<file path="src/rtl/vga_plotter.sv">
`default_nettype none
// ============================================================================
// Module   : vga_plotter
// Purpose  : Frame-refresh engine: streams a 1bpp bitmap (or a background
//            fill) to the VGA wrapper pixel-write port.
// Revision : 1.0 - initial release
// ============================================================================
module vga_plotter #(
    parameter int         WIDTH     = 128,
    parameter int         HEIGHT    = 96,
    parameter int         ADDR_W    = 11,
    parameter logic [2:0] FG_COLOUR = 3'b111,
    parameter logic [2:0] BG_COLOUR = 3'b000
) (
    input  logic              clock,
    input  logic              reset,
    input  logic              start,
    input  logic              clear,
    output logic              busy,
    output logic              done,
    output logic              mem_rd,
    output logic [ADDR_W-1:0] mem_addr,
    input  logic [7:0]        mem_rdata,
    output logic [2:0]        colour,
    output logic [7:0]        x,
    output logic [6:0]        y,
    output logic              plot
);

    typedef enum logic [2:0] {
        S_IDLE  = 3'd0,
        S_FETCH = 3'd1,
        S_WAIT  = 3'd2,
        S_PLOT  = 3'd3,
        S_CLR   = 3'd4,
        S_DONE  = 3'd5
    } state_t;

    localparam logic [7:0]        X_LAST        = 8'(WIDTH - 1);
    localparam logic [7:0]        X_LAST_WORD   = 8'(WIDTH - 8);
    localparam logic [6:0]        Y_LAST        = 7'(HEIGHT - 1);
    localparam logic [ADDR_W-1:0] WORDS_PER_ROW = ADDR_W'(WIDTH / 8);

    state_t            state_q, state_d;
    logic [7:0]        px_q, px_d;
    logic [6:0]        py_q, py_d;
    logic [2:0]        bit_q, bit_d;
    logic [7:0]        shreg_q, shreg_d;

    logic              busy_q, busy_d;
    logic              done_q, done_d;
    logic              mem_rd_q, mem_rd_d;
    logic [ADDR_W-1:0] mem_addr_q, mem_addr_d;
    logic [2:0]        colour_q, colour_d;
    logic [7:0]        x_q, x_d;
    logic [6:0]        y_q, y_d;
    logic              plot_q, plot_d;

    always_comb begin
        state_d = state_q;
        px_d    = px_q;
        py_d    = py_q;
        bit_d   = bit_q;
        shreg_d = shreg_q;
        case (state_q)
            S_IDLE: begin
                if (clear) begin
                    state_d = S_CLR;
                    px_d    = 8'd0;
                    py_d    = 7'd0;
                end else if (start) begin
                    state_d = S_FETCH;
                    px_d    = 8'd0;
                    py_d    = 7'd0;
                end
            end
            S_FETCH: state_d = S_WAIT;
            S_WAIT: begin
                shreg_d = mem_rdata;
                bit_d   = 3'd0;
                state_d = S_PLOT;
            end
            S_PLOT: begin
                if (bit_q == 3'd7) begin
                    bit_d = 3'd0;
                    if (px_q == X_LAST_WORD) begin
                        px_d = 8'd0;
                        if (py_q == Y_LAST) begin
                            state_d = S_DONE;
                        end else begin
                            py_d    = py_q + 7'd1;
                            state_d = S_FETCH;
                        end
                    end else begin
                        px_d    = px_q + 8'd8;
                        state_d = S_FETCH;
                    end
                end else begin
                    bit_d = bit_q + 3'd1;
                end
            end
            S_CLR: begin
                if (px_q == X_LAST) begin
                    px_d = 8'd0;
                    if (py_q == Y_LAST) begin
                        state_d = S_DONE;
                    end else begin
                        py_d = py_q + 7'd1;
                    end
                end else begin
                    px_d = px_q + 8'd1;
                end
            end
            S_DONE:  state_d = S_IDLE;
            default: state_d = S_IDLE;
        endcase
    end

    // Outputs are derived from the next-state values so that the registered
    // outputs line up with the state the engine is in during that cycle.
    always_comb begin
        busy_d     = (state_d == S_FETCH) || (state_d == S_WAIT) ||
                     (state_d == S_PLOT)  || (state_d == S_CLR);
        done_d     = (state_d == S_DONE);
        mem_rd_d   = (state_d == S_FETCH);
        plot_d     = (state_d == S_PLOT) || (state_d == S_CLR);
        mem_addr_d = mem_addr_q;
        x_d        = x_q;
        y_d        = y_q;
        colour_d   = colour_q;
        if (state_d == S_FETCH) begin
            mem_addr_d = ADDR_W'(py_d) * WORDS_PER_ROW + ADDR_W'(px_d[7:3]);
        end
        if (state_d == S_PLOT) begin
            x_d      = px_d + {5'd0, bit_d};
            y_d      = py_d;
            colour_d = shreg_d[3'd7 - bit_d] ? FG_COLOUR : BG_COLOUR;
        end else if (state_d == S_CLR) begin
            x_d      = px_d;
            y_d      = py_d;
            colour_d = BG_COLOUR;
        end
    end

    always_ff @(posedge clock) begin
        if (reset) begin
            state_q    <= S_IDLE;
            px_q       <= 8'd0;
            py_q       <= 7'd0;
            bit_q      <= 3'd0;
            shreg_q    <= 8'd0;
            busy_q     <= 1'b0;
            done_q     <= 1'b0;
            mem_rd_q   <= 1'b0;
            mem_addr_q <= '0;
            colour_q   <= 3'd0;
            x_q        <= 8'd0;
            y_q        <= 7'd0;
            plot_q     <= 1'b0;
        end else begin
            state_q    <= state_d;
            px_q       <= px_d;
            py_q       <= py_d;
            bit_q      <= bit_d;
            shreg_q    <= shreg_d;
            busy_q     <= busy_d;
            done_q     <= done_d;
            mem_rd_q   <= mem_rd_d;
            mem_addr_q <= mem_addr_d;
            colour_q   <= colour_d;
            x_q        <= x_d;
            y_q        <= y_d;
            plot_q     <= plot_d;
        end
    end

    assign busy     = busy_q;
    assign done     = done_q;
    assign mem_rd   = mem_rd_q;
    assign mem_addr = mem_addr_q;
    assign colour   = colour_q;
    assign x        = x_q;
    assign y        = y_q;
    assign plot     = plot_q;

endmodule
`default_nettype wire

</file>
<file path="config.mk">
export PLATFORM = sky130hd
export DESIGN_NAME = vga_plotter
export DESIGN_NICKNAME = d
export VERILOG_FILES = /design/src/rtl/vga_plotter.sv
export SDC_FILE = /design/constraint.sdc
export NUM_CORES = 1
export LEC_CHECK = 0
export BUFFER_PORTS_ARGS = -buffer_cell sky130_fd_sc_hd__buf_2
export CORE_MARGIN = 3
export CORE_UTILIZATION = 57
export DETAILED_ROUTE_END_ITERATION = 16
export PLACE_DENSITY_LB_ADDON = 0.05
export RECOVER_POWER = 25
export SETUP_SLACK_MARGIN = 0.15
export SYNTH_ARGS = -nofsm -noshare
export SYNTH_HDL_FRONTEND = slang
export SYNTH_SLANG_ARGS = --single-unit
export TNS_END_PERCENT = 20
</file>
<file path="constraint.sdc">
create_clock -name clock -period 3.09 [get_ports clock]
set_input_delay 0.618 -clock clock [delete_from_list [all_inputs] [get_ports clock]]
set_output_delay 0.618 -clock clock [all_outputs]
set_load 0.005 [all_outputs]
</file>
==> results.yml, run 1 <==
global_route:
  grt_pass1_vias: 2759
  grtUsageMet1_pct: 37.1
  grt_usage_pct: 25.9
  use_met3_pct: 4.61
  gr-total-overflow: 0
  grt_max_degree: 40
  grt_antenna_before_repair: 0
  gr-usage-met2_pct: 38.8
  grt_pass1_wl_um: 13200
  busiest_layer: "met2"
sta:
  hold_viol_final: 0
  post-route-min-period_ns: 2.86
  slew_headroom_pct: 47.9
  period_share_pct: 92.7
  max_freq_mhz: 349
  fin_ws_ns: 0.226
  worst_pin_slew_ns: 0.774
  skew_ns: 0.00763
  setup_tns_ns: 0
  rsz0062_at_grt: "yes"
  maxSlewViolCount: 0
  setup_viol: 0
clock_network:
  cts_tree: "done"
  clock_latency_ns: 0.34
  clockBufferDepth: 2
  cts_hold_buf: 0
  clkTransAtPathRegs_ns: 0.07
  cts-root-buf: "clkbuf_8"
  cts_sinks: 60
  numCtsBuffers: 9
  cts-htree-levels: 3
placed_design:
  hpwl_um: 5760
  place_area_um2: 3620
  numPortBuffers: 44
  gp_congestion: 0.959
  pre_cts_slack_ns: 0.0711
worst_setup_path:
  ff2ff_setup_slack_ns: 0.23
  arrival_ns: 3.12
  crit_start: "bit_q[0]$_SDFF_PP0_"
  cp-endpoint: "x[7]$_SDFFE_PP0P_"
  worst_r2r_startpoint: "bit_q[0]$_SDFF_PP0_"
  setup.worst_path.class: "flip-flop to flip-flop"
  worstPathMaxFanout: 7
  critPathLaunchType: "flip-flop"
  cp-end-kind: "flip-flop"
  rr_worst_depth: 14
  cp_data_required_time_ns: 3.34
  timing.rr.end: "x[7]$_SDFFE_PP0P_"
detailed_routing:
  drc: 0
  first_pass_iters: 5
  ant_nets: 0
  drt-total-wl_um: 8270
  drt-initial-drc-count: 193
  avgRoutedWirePerCell_um: 16.2
  viasPerCell: 5.88
  vias: 2992
cells_and_area:
  fin_area_um2: 3970
  drive_above_1_share_pct: 25.5
  nNetsFinal: 458
  final_cell_mix: "63 x nor2_1, 60 x dfxtp_1, 34 x buf_2, 25 x buf_4, 23 x nand2_1"
  final_common_cell: "nor2_1"
  areaGrowthSynthToFinish_pct: 21.9
  diodes: 0
floorplan:
  boundaryPins: 45
  dieArea_um2: 6660
  start_util_pct: 61.5
  die_w_um: 81.6
  die_y_um: 81.6
  num_rows: 26
  core_um2: 5300
logic_synthesis:
  ys_top_cells_by_area: "dfxtp_1 37%, nor2_1 7.3%, ha_1 4.2%, mux2i_1 4.0%, a21oi_1 3.4%"
  synth_ff_type: "dfxtp_1"
  yosys.area.top_type: "dfxtp_1"
  synth_edf_count: 0
  syn_area_per_cell_um2: 8.67
  ys_warn_count: 0
  netlist.area_leader.share_pct: 36.8
  synth_area_um2: 3260
  synth_fp_nets: 400
  synth.distinct_cells: 66
  synth-seq-cells: 60
  netlist_instances: 376
  synth-async-reset-ratio_pct: 0
  seq_area_frac_synth_pct: 36.8
pwr:
  vdd_drop_max_uv: 389
  cellLeakagePower_nw: 1.69
  cellPowerDensity_nw_per_um2: 489
hold_path:
  hold_depth: 2
  hold_path.class: "flip-flop to flip-flop"
flow_run:
  maxCapViolCount: 0
outcome:
  outcome: "complete, no violations"
[Yosys cell counts (5+ instances only)]
cell type / count
a211oi_1: 11
a21oi_1: 22
and3_1: 7
buf_2: 8
buf_4: 6
clkbuf_1: 7
dfxtp_1: 60
ha_1: 11
inv_1: 11
mux2i_1: 13
nand2_1: 23
nand3_1: 10
nor2_1: 63
nor2b_1: 9
nor3_1: 6
nor4_1: 6
o211ai_1: 5
o21ai_0: 10
o31ai_1: 5
[layer usage]
layer	routed length, µm	part of all wire (%)	vias to the layer above
met2	3750	45	98
met4	123	1.5	0
li1	-	-	1469
met3	448	5.4	16
met5	0	0	-
met1	3950	48	1409
[cells by family (layout without fill, tap and decap cells)]
| kind of cell | after synthesis | in the layout | synth area share (%) |
|---|---|---|---|
| compound gates | 89 | 89 | 19.9 |
| flops | 60 | 60 | 36.8 |
| xor+xnor | 8 | 8 | 2.15 |
| mux | 15 | 15 | 5.03 |
| simple gates | 159 | 159 | 26.4 |
| fa+ha+maj | 12 | 12 | 4.83 |
| buf+inv | 33 | 96 | 4.80 |
[area by class of cell]
| cell class | count | area [µm²] |
|---|---|---|
| multi-input combinational | 283 | 2000 |
| clock buffer | 9 | 124 |
| timing repair buffer | 69 | 395 |
| inverter | 11 | 41.3 |
| fill | 408 | 1330 |
| clock inverter | 7 | 124 |
| sequential | 60 | 1200 |
| tap | 70 | 87.6 |
[through the flow]
| stage | util, % | hold WS, ns | instances | power (mW) |
|---|---|---|---|---|
| 4_1_cts | 73.0 | 0.459 | 506 | 1.95 |
| 3_5_place_dp | 68.2 | 0.445 | 490 | 1.07 |
| 6_report | 74.9 | 0.458 | 509 | 1.94 |
| 5_1_grt | 74.9 | 0.485 | 509 | 2.02 |
| 2_1_floorplan | - | 0.448 | 376 | 0.999 |
| 3_3_place_gp | 68.2 | 0.437 | 490 | 1.07 |
[worst min path at each step]
stage,startpoint,end
floorplan,x[4]$_SDFFE_PP0P_,x[4]$_SDFFE_PP0P_
global placement,x[5]$_SDFFE_PP0P_,x[5]$_SDFFE_PP0P_
detailed placement,x[4]$_SDFFE_PP0P_,x[4]$_SDFFE_PP0P_
CTS,x[4]$_SDFFE_PP0P_,x[4]$_SDFFE_PP0P_
global route,y[2]$_SDFFE_PP0P_,y[2]$_SDFFE_PP0P_
finish,x[4]$_SDFFE_PP0P_,x[4]$_SDFFE_PP0P_
[repair_timing]
action | in CTS | in global routing
gates resized for setup | 2 | 19
pin swaps | 0 | 5
setup buffers | 0 | 3
endpoints found under the setup margin | 4 | 8
endpoints found under the hold margin | 0 | 0
[power by group]
part	switching (mW)	total, mW	internal [mW]
sequential	0.0169	0.821	0.804
clock	0.340	0.881	0.541
combinational	0.149	0.242	0.0923
[state kept, by name (all words and copies together), names as in the netlist]
name and count:
y 7, colour 1, mem_addr 11, px_q 8, bit_q 3, shreg_q 8, py_q 7, done 1
state_q 3, mem_rd 1, x 8, plot 1, busy 1
[worst max-delay path, stage by stage, from the launching register on]
cell	delay [ns]
dfxtp_1	0.36
ha_2	0.21
ha_4	0.17
inv_1	0.06
o31ai_2	0.30
o21ai_2	0.13
a32o_1	0.27
ha_1	0.29
a21o_1	0.19
a21oi_2	0.17
nor2_1	0.08
nand2_1	0.13
nor4_2	0.06
xnor2_1	0.16
a211oi_1	0.22
No activity file was read; power rests on OpenSTA's default activity.
==> inputs of run 2 (changes only) <==
- CORE_UTILIZATION: 57 -> 55
==> results.yml, run 2 (synthesis gave the netlist of run 1 again) <==
pwr:
  pwr-share-comb_pct: 12.8
  cellLeakagePower_nw: 1.71
  cellPowerDensity_nw_per_um2: 475
  swShare_pct: 26.6
  internal_power_mw: 1.37
  clkPwrFrac_pct: 43.2
  sequentialPowerShare_pct: 44.0
  power.switching_mw: 0.497
  vdd_drop_max_uv: 358
sta:
  setup_tns_ns: 0
  post-route-min-period_ns: 2.81
  slew_headroom_pct: 53.9
  hold_viol_final: 0
  period_share_pct: 91.0
  rsz0062_at_grt: "yes"
  setup_viol: 0
  worst_pin_slew_ns: 0.691
  max_freq_mhz: 356
  skew_ns: 0.00983
  maxSlewViolCount: 0
hold_path:
  min_from: "x[5]$_SDFFE_PP0P_"
  hold_path.class: "flip-flop to flip-flop"
  hold_depth: 2
  min_to: "x[5]$_SDFFE_PP0P_"
detailed_routing:
  first_pass_iters: 6
  drc: 0
  drt-initial-drc-count: 269
  vias: 2998
  drt-total-wl_um: 8300
  viasPerCell: 5.88
  avgRoutedWirePerCell_um: 16.3
  ant_nets: 0
worst_setup_path:
  worstPathMaxFanout: 7
  max_stage_delay_ns: 0.37
  ff2ff_setup_slack_ns: 0.28
  crit_path_top_delay_cell: "dfxtp_1"
  timing.rr.end: "x[7]$_SDFFE_PP0P_"
  setup.worst_path.class: "flip-flop to flip-flop"
  arrival_ns: 3.07
  cp_data_required_time_ns: 3.35
  cp-end-kind: "flip-flop"
  worst_r2r_startpoint: "bit_q[0]$_SDFF_PP0_"
  critical_path.cell_chain: "ha_2, ha_4, inv_1, o31ai_4, o21ai_2, a32o_1, ha_1, a21o_1, a21oi_1, nor2_1, nand2_1, nor4_1, xnor2_1, a211oi_1"
  rr_worst_depth: 14
  critPathLaunchType: "flip-flop"
cells_and_area:
  diodes: 0
  drive_above_1_share_pct: 27.4
  largest_reg_flops: 11
  nNetsFinal: 457
  areaGrowthSynthToFinish_pct: 20.8
  final_common_cell: "nor2_1"
  fin_area_um2: 3940
  nFillCells: 467
  final_core_util_pct: 70.2
  final_cell_mix: "62 x nor2_1, 59 x dfxtp_1, 41 x buf_2, 24 x buf_4, 23 x nand2_1"
clock_network:
  cts_hold_buf: 0
  clkTransAtPathRegs_ns: 0.07
  numCtsBuffers: 9
  clock_latency_ns: 0.35
  cts-root-buf: "clkbuf_8"
  cts-htree-levels: 3
  cts_tree: "done"
  clockBufferDepth: 2
  cts_sinks: 60
placed_design:
  hpwl_um: 6010
  place_area_um2: 3630
  gp_congestion: 0.861
  numPortBuffers: 44
global_route:
  grt_max_degree: 38
  grt_pass1_wl_um: 13700
  grt_antenna_before_repair: 0
  grt_pass1_vias: 2749
  grt_usage_pct: 24.4
  gr-total-overflow: 0
floorplan:
  die_y_um: 83.0
  core_um2: 5610
  die_w_um: 83.0
  num_rows: 27
  boundaryPins: 45
  dieArea_um2: 6890
  start_util_pct: 58.1
flow_run:
  maxCapViolCount: 0
outcome:
  outcome: "complete, no violations"
## run 2: repair_timing
item                                    CTS  global route
endpoints found under the hold margin     0             0
pin swaps                                 0             4
endpoints found under the setup margin    3            14
gates resized for setup                   3            20
buffers inserted                          0             1
## run 2: worst max-delay path, delay by kind of cell, from the launching register on
family	cells	cell delay (ns)
AO/OA/AOI/OAI	6	1.20
adder cells (fa/ha/maj)	3	0.68
flip-flops	1	0.37
AND/OR/NAND/NOR	3	0.25
XOR/XNOR	1	0.15
buffers and inverters	1	0.07
## run 2: area by class of cell
| cell class | instances | area [µm²] | share of cell area (%) |
|---|---|---|---|
| tap | 72 | 90.1 | 2.29 |
| timing repair buffer | 68 | 397 | 10.1 |
| inverter | 11 | 41.3 | 1.05 |
| clock buffer | 10 | 138 | 3.50 |
| sequential | 60 | 1200 | 30.5 |
| clock inverter | 6 | 86.3 | 2.19 |
| multi-input combinational | 283 | 1980 | 50.4 |
## run 2: per-stage QoR
stage                     power (mW)  std cells  hold WS [ns]  setup slack [ns]
after global placement          1.07        493         0.437             0.183
final                           1.87        510         0.458             0.279
after detailed placement        1.07        493         0.443            0.0891
after CTS                       1.88        509         0.455             0.152
after global routing            1.95        510         0.479            0.0924
after floorplan                0.999        376         0.448             0.238
## run 2: worst max-delay path by stage
| stage | startpoint | endpoint | depth (start not counted) |
|---|---|---|---|
| after global routing | bit_q[0]$_SDFF_PP0_ | x[7]$_SDFFE_PP0P_ | 14 |
| after global placement | bit_q[0]$_SDFF_PP0_ | x[6]$_SDFFE_PP0P_ | 13 |
| after floorplan | bit_q[0]$_SDFF_PP0_ | x[6]$_SDFFE_PP0P_ | 13 |
| after CTS | bit_q[0]$_SDFF_PP0_ | x[6]$_SDFFE_PP0P_ | 13 |
| final | bit_q[0]$_SDFF_PP0_ | x[7]$_SDFFE_PP0P_ | 14 |
| after detailed placement | bit_q[0]$_SDFF_PP0_ | x[6]$_SDFFE_PP0P_ | 13 |
## run 2: power by group through the flow
stage	Combinational (mW)	Clock, mW	Sequential (mW)
after detailed placement	0.235	0	0.839
final	0.239	0.808	0.823
after CTS	0.236	0.818	0.823
after global placement	0.231	0	0.839
after floorplan	0.160	0	0.839
after global routing	0.267	0.855	0.827
## run 2: routing by layer
layer,up-vias,share of wire (%),track usage (%)
met5,-,0,0
met2,106,43,34.9
met4,0,1.6,8.92
li1,1464,-,-
met1,1413,50,36.1
met3,15,6.3,5.06
==> inputs of run 3 (changes only) <==
- MAX_ROUTING_LAYER: unset -> met4
==> results.yml, run 3 (synthesis gave the netlist of run 1 again) <==
outcome:
  outcome: "complete, no violations"
worst_setup_path:
  worst_r2r_startpoint: "bit_q[0]$_SDFF_PP0_"
  critPathLaunchType: "flip-flop"
  timing.rr.end: "x[7]$_SDFFE_PP0P_"
  crit_path_top_delay_cell: "dfxtp_2"
  cp-end-kind: "flip-flop"
  ff2ff_setup_slack_ns: 0.28
  crit_family: "compound AO/OA/AOI/OAI gates"
  cp_data_required_time_ns: 3.33
  critical_path.cell_chain: "ha_2, ha_4, inv_1, o31ai_2, o21ai_1, a32o_1, ha_1, a21o_1, a21oi_2, nor2_1, nand2_1, nor4_2, xnor2_1, a211oi_1"
  critPathBufInv: 1
  rr_worst_depth: 14
  arrival_ns: 3.05
  worstPathMaxFanout: 7
  setup.worst_path.class: "flip-flop to flip-flop"
  max_stage_delay_ns: 0.34
floorplan:
  die_w_um: 83.0
  num_rows: 27
  start_util_pct: 58.1
  core_um2: 5610
  boundaryPins: 45
  dieArea_um2: 6890
  die_y_um: 83.0
pwr:
  finalPower_mw: 1.85
  vdd_drop_max_uv: 327
  cellLeakagePower_nw: 1.69
  cellPowerDensity_nw_per_um2: 472
hold_path:
  min_from: "mem_addr[9]$_SDFFE_PP0P_"
  min_to: "mem_addr[9]$_SDFFE_PP0P_"
  hold_depth: 2
  hold_path.class: "flip-flop to flip-flop"
clock_network:
  cts-root-buf: "clkbuf_8"
  cts_tree: "done"
  cts-htree-levels: 3
  clock_latency_ns: 0.34
  numCtsBuffers: 9
  cts_sinks: 60
  clkTransAtPathRegs_ns: 0.07
  clockBufferDepth: 2
  cts_hold_buf: 0
sta:
  post-route-min-period_ns: 2.81
  setup_tns_ns: 0
  holdWs_ns: 0.455
  rsz0062_at_grt: "yes"
  slew_headroom_pct: 59.3
  maxSlewViolCount: 0
  skew_ns: 0.00626
  setup_viol: 0
  worst_pin_slew_ns: 0.605
  period_share_pct: 91.1
  max_freq_mhz: 355
  hold_viol_final: 0
detailed_routing:
  viasPerCell: 5.77
  drt-total-wl_um: 8030
  vias: 2950
  drc: 0
  drt-initial-drc-count: 221
  first_pass_iters: 5
  avgRoutedWirePerCell_um: 15.7
  ant_nets: 0
global_route:
  grt_pass1_vias: 2758
  gr-total-overflow: 0
  grt_max_degree: 33
  grt_antenna_before_repair: 0
  grt_usage_pct: 24.7
  grt_pass1_wl_um: 13600
flow_run:
  maxCapViolCount: 0
cells_and_area:
  diodes: 0
  final_core_util_pct: 69.8
  largest_reg_flops: 11
  final_cell_mix: "63 x nor2_1, 59 x dfxtp_1, 39 x buf_2, 25 x buf_4, 23 x nand2_1"
  regArea_um2: 1200
  final_common_cell: "nor2_1"
  nFillCells: 474
  areaGrowthSynthToFinish_pct: 20.0
  multiInputGateArea_um2: 1960
  drive_above_1_share_pct: 26.4
  nNetsFinal: 458
placed_design:
  gp_congestion: 0.932
  hpwl_um: 5880
  numPortBuffers: 44
run 3: stage by stage:
stage	worst slack (ns)	cells	instance area, µm²
2_1_floorplan	0.238	376	3260
3_3_place_gp	0.177	494	3640
3_5_place_dp	0.0643	494	3640
4_1_cts	0.154	510	3850
5_1_grt	0.0506	511	3910
6_report	0.276	511	3910
run 3: final cells by class:
class | count | share of cell area, %
multi-input combinational | 283 | 50.2
sequential | 60 | 30.7
timing repair buffer | 69 | 10.3
clock buffer | 9 | 3.16
clock inverter | 7 | 2.33
tap | 72 | 2.30
inverter | 11 | 1.05
run 3: routing by layer:
layer / global-route usage [%] / wire length (µm) / part of all wire, % / vias to the layer above
li1: - / - / - / 1469
met1: 35.8 / 4030 / 50 / 1395
met2: 35.1 / 3430 / 43 / 77
met3: 4.27 / 468 / 5.8 / 9
met4: 7.73 / 103 / 1.3 / 0
met5: - / 0 / 0 / -
run 3: worst min-delay path, cell delays in order (launching register included):
cell and delay, ns:
dfxtp_1 0.31, nand2_1 0.05, a21oi_1 0.05
run 3: repair_timing:
item                                    4_1_cts  5_1_grt
gates resized for setup                       3       15
gates cloned                                  0        0
pin swaps                                     0        3
endpoints found under the setup margin        3       15
setup buffers                                 0        1
run 3: power breakdown:
group / internal [mW] / leakage, nW / switching [mW]
clock: 0.451 / 0.109 / 0.327
combinational: 0.0985 / 1.10 / 0.147
sequential: 0.804 / 0.487 / 0.0185
run 3: worst max-delay path by stage:
stage                         from           endpoint  slack, ns  cells after the start
2_1_floorplan  bit_q[0]$_SDFF_PP0_  x[6]$_SDFFE_PP0P_       0.24                     13
5_1_grt        bit_q[0]$_SDFF_PP0_  x[7]$_SDFFE_PP0P_       0.05                     14
6_report       bit_q[0]$_SDFF_PP0_  x[7]$_SDFFE_PP0P_       0.28                     14
3_5_place_dp   bit_q[0]$_SDFF_PP0_  x[6]$_SDFFE_PP0P_       0.06                     13
3_3_place_gp   bit_q[0]$_SDFF_PP0_  x[6]$_SDFFE_PP0P_       0.18                     13
4_1_cts        bit_q[0]$_SDFF_PP0_  x[6]$_SDFFE_PP0P_       0.15                     13
